==> config.mk <==
export PLATFORM = sky130hd
export DESIGN_NAME = piece_queue
export DESIGN_NICKNAME = d
export VERILOG_FILES = /design/src/rtl/piece_queue.sv
export SDC_FILE = /design/constraint.sdc
export NUM_CORES = 1
export LEC_CHECK = 0
export BUFFER_PORTS_ARGS = -buffer_cell sky130_fd_sc_hd__buf_4
export CAP_MARGIN = 0
export CORE_MARGIN = 4
export CORE_UTILIZATION = 45
export DETAILED_ROUTE_END_ITERATION = 7
export GPL_TIMING_DRIVEN = 0
export PLACE_DENSITY_LB_ADDON = 0.05
export SYNTH_ARGS = -nofsm -noshare
export SYNTH_HDL_FRONTEND = slang
export SYNTH_SLANG_ARGS = --single-unit
==> constraint.sdc <==
create_clock -name Clk -period 2 [get_ports Clk]
set_clock_uncertainty 0.05 [all_clocks]
set_input_delay 0.1 -clock Clk [delete_from_list [all_inputs] [get_ports Clk]]
set_output_delay 0.1 -clock Clk [all_outputs]
set_load 0.02 [all_outputs]
==> src/rtl/piece_queue.sv <==
// rtl/piece_queue.sv - tetromino preview FIFO with prefetch, spawn handshake and once-per-piece hold slot
module piece_queue #(
    parameter int DEPTH = 3,
    parameter int CNT_W = 2
) (
    input  logic               Clk,
    input  logic               Reset,
    output logic               gen_req,
    input  logic [2:0]         gen_idx,
    input  logic               spawn_req,
    output logic               spawn_ack,
    input  logic               hold_req,
    output logic               hold_ack,
    output logic               active_valid,
    output logic [2:0]         active_idx,
    output logic               hold_valid,
    output logic [2:0]         hold_idx,
    output logic [3*DEPTH-1:0] preview,
    output logic [CNT_W-1:0]   queue_count,
    output logic               ready
);

    localparam logic [CNT_W-1:0] FULL = CNT_W'(DEPTH);

    logic             started;
    logic             hold_used;
    logic [2:0]       fifo     [DEPTH];
    logic [2:0]       fifo_nxt [DEPTH];
    logic [2:0]       gen_clean;
    logic [2:0]       head;
    logic             not_empty;
    logic             hold_ok;
    logic             spawn_ok;
    logic             pop;
    logic             push;
    logic [CNT_W-1:0] wr_ptr;
    logic [CNT_W-1:0] count_nxt;

    assign gen_req   = started && (queue_count < FULL);
    assign push      = gen_req;
    assign gen_clean = (gen_idx == 3'd7) ? 3'd0 : gen_idx;
    assign head      = fifo[0];
    assign not_empty = (queue_count != '0);
    assign ready     = (queue_count == FULL);

    // Hold wins over spawn; an empty hold slot needs a queued piece to replace the active one.
    assign hold_ok   = hold_req && active_valid && !hold_used && (hold_valid || not_empty);
    assign spawn_ok  = spawn_req && not_empty && !hold_ok;
    assign pop       = spawn_ok || (hold_ok && !hold_valid);
    assign wr_ptr    = queue_count - CNT_W'(pop);
    assign count_nxt = queue_count + CNT_W'(push) - CNT_W'(pop);

    always_comb begin
        for (int i = 0; i < DEPTH; i++) begin
            fifo_nxt[i] = fifo[i];
        end
        if (pop) begin
            for (int i = 0; i < DEPTH - 1; i++) begin
                fifo_nxt[i] = fifo[i+1];
            end
            fifo_nxt[DEPTH-1] = 3'd0;
        end
        // The push lands at the tail as it stands after any same-edge shift.
        for (int i = 0; i < DEPTH; i++) begin
            if (push && (wr_ptr == CNT_W'(i))) begin
                fifo_nxt[i] = gen_clean;
            end
        end
    end

    always_comb begin
        preview = '0;
        for (int i = 0; i < DEPTH; i++) begin
            preview[3*i +: 3] = fifo[i];
        end
    end

    always_ff @(posedge Clk or negedge Reset) begin
        if (!Reset) begin
            started      <= 1'b0;
            hold_used    <= 1'b0;
            queue_count  <= '0;
            spawn_ack    <= 1'b0;
            hold_ack     <= 1'b0;
            active_valid <= 1'b0;
            active_idx   <= 3'd0;
            hold_valid   <= 1'b0;
            hold_idx     <= 3'd0;
            for (int i = 0; i < DEPTH; i++) begin
                fifo[i] <= 3'd0;
            end
        end else begin
            started     <= 1'b1;
            queue_count <= count_nxt;
            for (int i = 0; i < DEPTH; i++) begin
                fifo[i] <= fifo_nxt[i];
            end
            spawn_ack <= spawn_ok || hold_ok;
            hold_ack  <= hold_ok;
            if (hold_ok) begin
                hold_used  <= 1'b1;
                hold_valid <= 1'b1;
                hold_idx   <= active_idx;
                active_idx <= hold_valid ? hold_idx : head;
            end else if (spawn_ok) begin
                active_idx   <= head;
                active_valid <= 1'b1;
                hold_used    <= 1'b0;
            end
        end
    end

endmodule

Word-level counts from Yosys, hierarchy flattened
Cells that the tools add are included.
- register bits after elaboration: 23
- output and inout port bits: 23
- word-level logic and storage cells: 54
- input bits: 7
- add/sub/neg operators: 3
- eq/ne operators: 4
- bitwise operators: 1
- mux-type cells: 10
- order comparisons: 1
- reductions and logical operators: 23
- operators with widths (cell ; number):
    2-to-1 mux 3 bit ; 7
    logical AND 1 bit ; 10
    nonzero test 2 bit ; 5
    2-to-1 mux 9 bit ; 1
    == test 2 bit, second input constant ; 2
    subtractor 2 x 1 -> 2 bit ; 2
    == test 3 bit, second input constant ; 1
    logical NOT 1 bit ; 3
    logical OR 1 bit ; 3
    adder 2 x 1 -> 2 bit ; 1
    == test 2 x 1 -> 1 bit, second input constant ; 1
    logical NOT 2 bit ; 1
    less-than comparator 2 bit, second input constant ; 1
    2-to-1 mux 1 bit ; 2
    AND reduction 2 bit ; 1
    inverter 1 bit ; 1

Depth between registers and ports, before layout
Gate-level depths: netlist of run 1.
- depth in word-level cells: 10
- depth in mapped cells: 8
- depth with buffers taken out: 7

Least setup slack after synthesis of run 1
OpenSTA, ideal clock, no wires.
- path type: register to register
- from: register queue_count[1]
- to: register queue_count[1]
- cell stages (with the launch flop): 9
- slack: -0.041 ns
- setup time: 0.124 ns
- buffers on the path: 1
- period minus slack after synthesis: 2.041 ns
- required time: 1.826 ns
- arrival time: 1.868 ns
- path through: dfrtp_1 -> buf_2 -> o21ai_2 -> mux2i_4 -> ha_1 -> inv_1 -> ha_1 -> xnor2_1 -> xnor2_1
- word-level cells in the longest chain between the ends: 7
- elaborated cells between the ends (all ways): 12
- classes of those cells: add/sub: 2; order compare: 1; reduce/logical: 9
- ends and longest elaborated chain (item ; RTL line ; RTL):
    from (decl) ; 19 ; output logic [CNT_W-1:0] queue_count,
    from (signal assigned) ; 94 ; queue_count <= count_nxt;
    parallel branches: the longest is 6 deep, another holds less-than comparator 2 bit ; - ;
    subtractor 2 x 1 -> 2 bit (*) ; 51 ; assign count_nxt = queue_count + CNT_W'(push) - CNT_W'(pop);
    named net count_nxt[1] ; 37 ; logic [CNT_W-1:0] count_nxt;
Mark *: on every way through the listed nets, which the timed path passes.
A chain may end at the register's enable or synchronous reset.

Worst setup path in the final report of run 1
- from: register active_valid
- to: register queue_count[1]
- word-level cells in the longest chain between the ends: 7
- elaborated cells between the ends (all ways): 8
- classes of those cells: add/sub: 1; reduce/logical: 7
- ends and longest elaborated chain (item ; RTL line ; RTL):
    from (decl) ; 14 ; output logic active_valid,
    from (signal assigned) ; 85 ; active_valid <= 1'b0;
    from (signal assigned) ; 107 ; active_valid <= 1'b1;
    logical AND 1 bit (*) (3 in series) ; 47 ; assign hold_ok = hold_req && active_valid && !hold_used && (hold_valid || not_empty);
    logical NOT 1 bit ; 48 ; assign spawn_ok = spawn_req && not_empty && !hold_ok;
    logical AND 1 bit ; 48 ;
    logical OR 1 bit (*) ; 49 ; assign pop = spawn_ok || (hold_ok && !hold_valid);
    subtractor 2 x 1 -> 2 bit (*) ; 51 ;
    named net count_nxt[1] ; 37 ;
The timed path passes the listed nets; every way through them passes the cells marked *.

==> metrics.txt, run 1 <==
Yosys top cell by area=dfrtp_1; combinational power share=0.544; DPL Wire Length=1.47 mm; area grow syn2layout=30.5%; Final Setup Violations=0; routing usage on met2=0.209; Clock Sink Count=23; Clock Path Buffers=2; critical path class=flop to flop; Max Slew Vio Count=0; core footprint=2210 um^2; layout net count=130; I/O Buffers=29; Mapped Avg Cell Area=12.5 um^2; NetSw=0.895 mW; min-delay worst type=input port to flop; post-synthesis sequential area ratio=0.549; Post-Syn Nets=93; All-Layer GR Usage=0.133; critical path's largest stage delay=0.43 ns; Internal=1.32 mW; initial antenna violation count=0; Post-synth ARST share=1.00; P_leak=0.666 nW; Place WS=-0.120 ns; clock slew at reported path FFs=0.13 ns; H-Tree Depth=1; drt pass-1 iters=4; Clock Power Share=0.094; Max IR drop VDD=0.852 mV; Root Buffer=clkbuf_4; gp weighted congestion=0.753; fin worst setup slack=0.158 ns; synthesized cell area=1050 um^2; first-pass GRT wire length=3.34 mm; unrepaired setup endpoints after global routing=yes; Final Hold Fails=0; FMAX=543 MHz; crit end category=flop; vias in the first global route=741; Synth Register Bits=23; outcome=finished, final reports clean; area fraction of the dominant cell type after synthesis=0.549; cell row count=17; Wirelength per Cell=13.4 um; sw frac=0.404; total congestion overflow=0; pin count of the biggest net entering global routing=24; min Tclk post-route=1.84 ns; Top FF cell, synth=dfrtp_1; period utilization=0.921; Vias/cell=5.09; grt peak-use layer=met2; Syn Inst Count=84; slowest stage cell, crit path=dfrtp_2; Max Cap Viol=0; global routing usage on met3=0.0299; Reg power frac=0.362; Cell Chain, Critical Path=and3b_2 -> mux2i_4 -> ha_1 -> inv_1 -> ha_1 -> xnor2_1 -> xnor2_1; type of origin of the critical path=flop; met1 Usage GRT=0.176; Routed Antenna Nets=0; hold slack=0.0299 ns; TritonCTS clock tree=yes; die width=56.3 um; post-synth cell types=26; Initial Util=0.474; die area=3170 um^2; via count=754; final WL=1.98 mm; layout cell share with drive strength beyond 1=0.442; yosys warns=0; top cells by area, synth=dfrtp_1 (55%), mux2_2 (9.7%), mux2i_1 (8.6%), nand2_1 (3.6%), a21oi_1 (2.9%); worst-path maximum fanout=3; Die Height=56.3 um; Inserted Clock Buffers=3; arrival time at the worst endpoint=2.03 ns; Antenna diodes=0; power per cell area=1620 nW/um^2; most frequent cell after synthesis=dfrtp_1; Clk Latency, worst-skew pair=0.31 ns; critical path required time=2.19 ns; DRC Markers=0; 1st-iter DRT viols=9; Post-synth EDFFs=0; Commonest cells post-synth=dfrtp_1 (23), nand2_1 (10), mux2_2 (9), mux2i_1 (9), a21oi_1 (6); # IOs=30
## cells in the final DEF, fill, tap and decap left out
| cell | count |
|---|---|
| mux2i_1 | 9 |
| a21o_2 | 1 |
| o21ai_4 | 1 |
| dfrtp_2 | 1 |
| clkinv_2 | 1 |
| inv_1 | 2 |
| nand2_1 | 10 |
| nand4_1 | 1 |
| clkbuf_4 | 3 |
| nand3_1 | 1 |
| a21oi_1 | 6 |
| xnor2_1 | 2 |
| conb_1 | 1 |
| o31a_1 | 1 |
| and3b_2 | 1 |
| and2_1 | 1 |
| dlygate4sd3_1 | 1 |
| o21bai_2 | 1 |
| mux2_2 | 9 |
| nand2b_1 | 1 |
| buf_4 | 32 |
| mux2i_4 | 1 |
| o22ai_1 | 3 |
| nand3b_1 | 2 |
| or2_2 | 1 |
| nor2b_1 | 1 |
| o21ai_0 | 1 |
| dfrtp_1 | 22 |
| ha_1 | 2 |
| nand2b_4 | 1 |
## timing repair
item | 4_1_cts | 5_1_grt
buffers inserted | 1 | 1
endpoints found under the setup margin | 10 | 6
hold endpoints to repair | 23 | 0
gates resized for setup | 0 | 1
cloned | 0 | 0
pin swaps | 0 | 2
hold buffers | 1 | 0
## cell families (layout without fill, tap and decap cells)
| kind of cell | Yosys count | count (layout) | synth area share |
|---|---|---|---|
| adders and majority gates | 2 | 2 | 0.0239 |
| other | 1 | 1 | 0.00358 |
| AOI/OAI and AO/OA | 14 | 14 | 0.0835 |
| DFF | 23 | 23 | 0.549 |
| muxes | 19 | 19 | 0.204 |
| and+or+nand+nor | 20 | 20 | 0.107 |
| xor gates and xnor gates | 2 | 2 | 0.0167 |
| buffers and inverters | 3 | 39 | 0.0119 |
## worst paths after layout
check,start,slack (ns),to,cells past startpoint
min in group asynchronous,Reset,0.15,head[2],2
max reg2reg,active_valid,0.16,queue_count[1],7
max in group asynchronous,Reset,1.51,active_valid,2
min reg2reg,hold_used,0.44,hold_used,1
min,gen_idx[2],0.03,head[2],3
max,active_valid,0.16,queue_count[1],7
## routing by layer
metal	part of all wire	wire (um)
met4	0.021	42
met5	0	0
met2	0.45	887
met1	0.47	939
met3	0.056	110
## through the flow
step,cells,power [mW],area (um^2),utilization,setup TNS [ns]
final,148,2.22,1370,0.619,0
after global routing,148,2.39,1370,0.619,-0.00558
after global placement,141,1.99,1310,0.593,-0.493
after floorplan,84,1.57,1060,-,0
after CTS,147,2.24,1360,0.614,0
after detailed placement,141,2.01,1310,0.593,-0.534
## layout make-up
type,count,area (um^2)
Timing Repair Buffer,32,243
Sequential cell,23,577
Multi-Input combinational cell,58,472
Clock inverter,1,5.00
Fill cell,192,843
Clock buffer,3,22.5
Buffer,1,7.51
Tap cell,28,35.0
Inverter,2,7.51
## critical path, delay by kind of cell (launching register included)
family / cells / cell delay, ns
xor+xnor: 2 / 0.29
flops: 1 / 0.43
mux: 1 / 0.19
fa+ha+maj: 2 / 0.50
simple gates: 1 / 0.25
buf+inv: 1 / 0.06
## power groups by stage
stage | logic (mW) | registers (mW) | clock network, mW
finish | 1.21 | 0.801 | 0.209
floorplan | 0.572 | 1.00 | 0
global route | 1.31 | 0.834 | 0.238
detailed placement | 1.20 | 0.814 | 0
global placement | 1.19 | 0.805 | 0
CTS | 1.22 | 0.804 | 0.220
## registers in the layout, indices dropped and copies added, names as in the netlist
register,count
hold_used,1
queue_count,2
hold_ack,1
started,1
head,3
active_idx,3
spawn_ack,1
hold_valid,1
active_valid,1
preview,6
hold_idx,3
(Power assumes the default switching activity.)
==> run 2, diff against run 1 <==
--- a/config.mk
+++ b/config.mk
@@ -7,6 +7,7 @@
 export LEC_CHECK = 0
 export BUFFER_PORTS_ARGS = -buffer_cell sky130_fd_sc_hd__buf_4
 export CAP_MARGIN = 0
+export CORE_ASPECT_RATIO = 1.75
 export CORE_MARGIN = 4
 export CORE_UTILIZATION = 45
 export DETAILED_ROUTE_END_ITERATION = 7
==> run 2 against run 1 <==
Non-clock buffer count grew 1; register-to-register slack lost 0.03 ns; setup slack lost 0.029 ns; routed wire length grew 3.0%; critical path depth is the same; final area grew 0.73%; critical endpoint unchanged; largest power group unchanged.
==> metrics.txt, run 2 (same netlist as run 1, synthesis figures left out) <==
CP bufs+invs=1 (unchanged); P_leak=0.668 nW (was 0.666 nW); TritonCTS clock tree=yes (unchanged); DRC Markers=0 (unchanged); layout cell share with drive strength beyond 1=0.455 (was 0.442); Cell Chain, Critical Path=and3b_2 -> mux2i_4 -> ha_1 -> inv_1 -> ha_1 -> xnor2_1 -> xnor2_1 (unchanged); Clock Path Buffers=2 (unchanged); min-delay worst type=input port to flop (unchanged); pin count of the biggest net entering global routing=24 (unchanged); cell row count=22 (was 17); DPL Wire Length=1.60 mm (was 1.47 mm); via count=770 (was 754); power per cell area=1630 nW/um^2 (was 1620 nW/um^2); Vias/cell=5.31 (was 5.09); area grow syn2layout=31.5% (was 30.5%); commonest non-fill, non-tap cells in the layout=buf_4 (33), dfrtp_1 (22), nand2_1 (10), mux2_2 (9), mux2i_1 (9) (was buf_4 (32), dfrtp_1 (22), nand2_1 (10), mux2_2 (9), mux2i_1 (9)); crit end category=flop (unchanged); type of origin of the critical path=flop (unchanged); period utilization=0.935 (was 0.921); Wirelength per Cell=14.1 um (was 13.4 um); max reg flops=6 (unchanged); die width=44.5 um (was 56.3 um); initial antenna violation count=0 (unchanged); Die Height=71.9 um (was 56.3 um); setup TNS=0 ns (unchanged); layout net count=131 (was 130); # IOs=30 (unchanged); critical path class=flop to flop (unchanged); Final Setup Violations=0 (unchanged); FMAX=535 MHz (was 543 MHz); post-place instance area=1310 um^2 (about the same); Initial Util=0.482 (was 0.474); All-Layer GR Usage=0.144 (was 0.133); Antenna diodes=0 (unchanged); Sequential Area=577 um^2 (unchanged); H-Tree Depth=1 (unchanged); outcome=finished, final reports clean (unchanged); area of the multi-input gates=477 um^2 (was 472 um^2); Final Hold Fails=0 (unchanged); I/O Buffers=29 (unchanged); Placed Cells=137 (was 141); Max Cap Viol=0 (unchanged); core footprint=2170 um^2 (was 2210 um^2); drt pass-1 iters=4 (unchanged); vias in the first global route=817 (was 741); 1st-iter DRT viols=8 (was 9); critical path's largest stage delay=0.43 ns (about the same); unrepaired setup endpoints after global routing=no (was yes); worst-path maximum fanout=3 (unchanged); slowest stage cell, crit path=dfrtp_2 (unchanged); setup slack, reg-to-reg=0.13 ns (was 0.16 ns); first-pass GRT wire length=3.47 mm (was 3.34 mm); min Tclk post-route=1.87 ns (was 1.84 ns); total congestion overflow=0 (unchanged); Root Buffer=clkbuf_4 (unchanged); arrival time at the worst endpoint=2.06 ns (was 2.03 ns); CP top delay family=adder cells (unchanged); gp weighted congestion=0.761 (was 0.753); Clock Sink Count=23 (unchanged); die area=3200 um^2 (was 3170 um^2); Routed Antenna Nets=0 (unchanged); final core utilization=0.634 (was 0.619); Inserted Clock Buffers=3 (unchanged); final non-filler cell area=1380 um^2 (was 1370 um^2); critical path required time=2.19 ns (about the same); final WL=2.04 mm (was 1.98 mm); clock slew at reported path FFs=0.13 ns (about the same); most common cell after layout, fill and taps aside=buf_4 (unchanged); Max IR drop VDD=0.897 mV (was 0.852 mV); filler cell count=193 (was 192); Finished Layout Cells=145 (was 148); Clk Latency, worst-skew pair=0.31 ns (about the same); Max Slew Vio Count=0 (unchanged)
## run 2: layout make-up
cell class	instances	area share
Clock buffer	3	0.0163
Multi-Input combinational cell	58	0.346
Inverter	2	0.00544
Clock inverter	1	0.00544
Timing Repair Buffer	33	0.181
Buffer	1	0.00544
Sequential cell	23	0.418
Tap cell	24	0.0218
## run 2: metrics by stage
step	setup WS, ns	total power [mW]	hold slack (ns)
2_1_floorplan	0.0259	1.57	-0.246
3_3_place_gp	-0.134	1.99	-0.0432
3_5_place_dp	-0.174	2.02	-0.0411
4_1_cts	0.0837	2.26	0.0129
5_1_grt	0.00250	2.41	0.0183
6_report	0.130	2.25	0.0245
## run 2: timing repair
item,CTS,global route
hold buffers,1,0
setup endpoints to repair,11,4
setup buffers,1,2
resized for setup,0,2
hold endpoints to repair,23,0
pin swaps,0,1
cloned,0,0
## run 2: path summary, 6_finish.rpt
path                                    from              to  depth (start not counted)
worst min register to register     hold_used       hold_used                          1
worst max register to register  active_valid  queue_count[1]                          7
worst min-delay path              gen_idx[2]      preview[5]                          3
max in group asynchronous              Reset    active_valid                          2
min in group asynchronous              Reset      preview[8]                          2
worst max-delay path            active_valid  queue_count[1]                          7
## run 2: where the power goes
group	switching [mW]	total, mW	internal (mW)
clock network	0.139	0.216	0.0763
logic	0.630	1.23	0.600
registers	0.144	0.801	0.656
## run 2: per-layer routing
metal  track usage  part of all wire  wire [um]  vias to the layer above
met3        0.0251             0.052        106                        5
met5             0                 0          0                        -
met2         0.248              0.56       1150                       19
met1         0.158              0.36        738                      378
li1              -                 -          -                      368
met4        0.0805             0.021         42                        0
## run 2: worst reg2reg max path: stages (launching register included)
cell     delay, ns
dfrtp_2       0.43
and3b_2       0.25
mux2i_4       0.20
ha_1          0.32
inv_1         0.08
ha_1          0.19
xnor2_1       0.16
xnor2_1       0.13
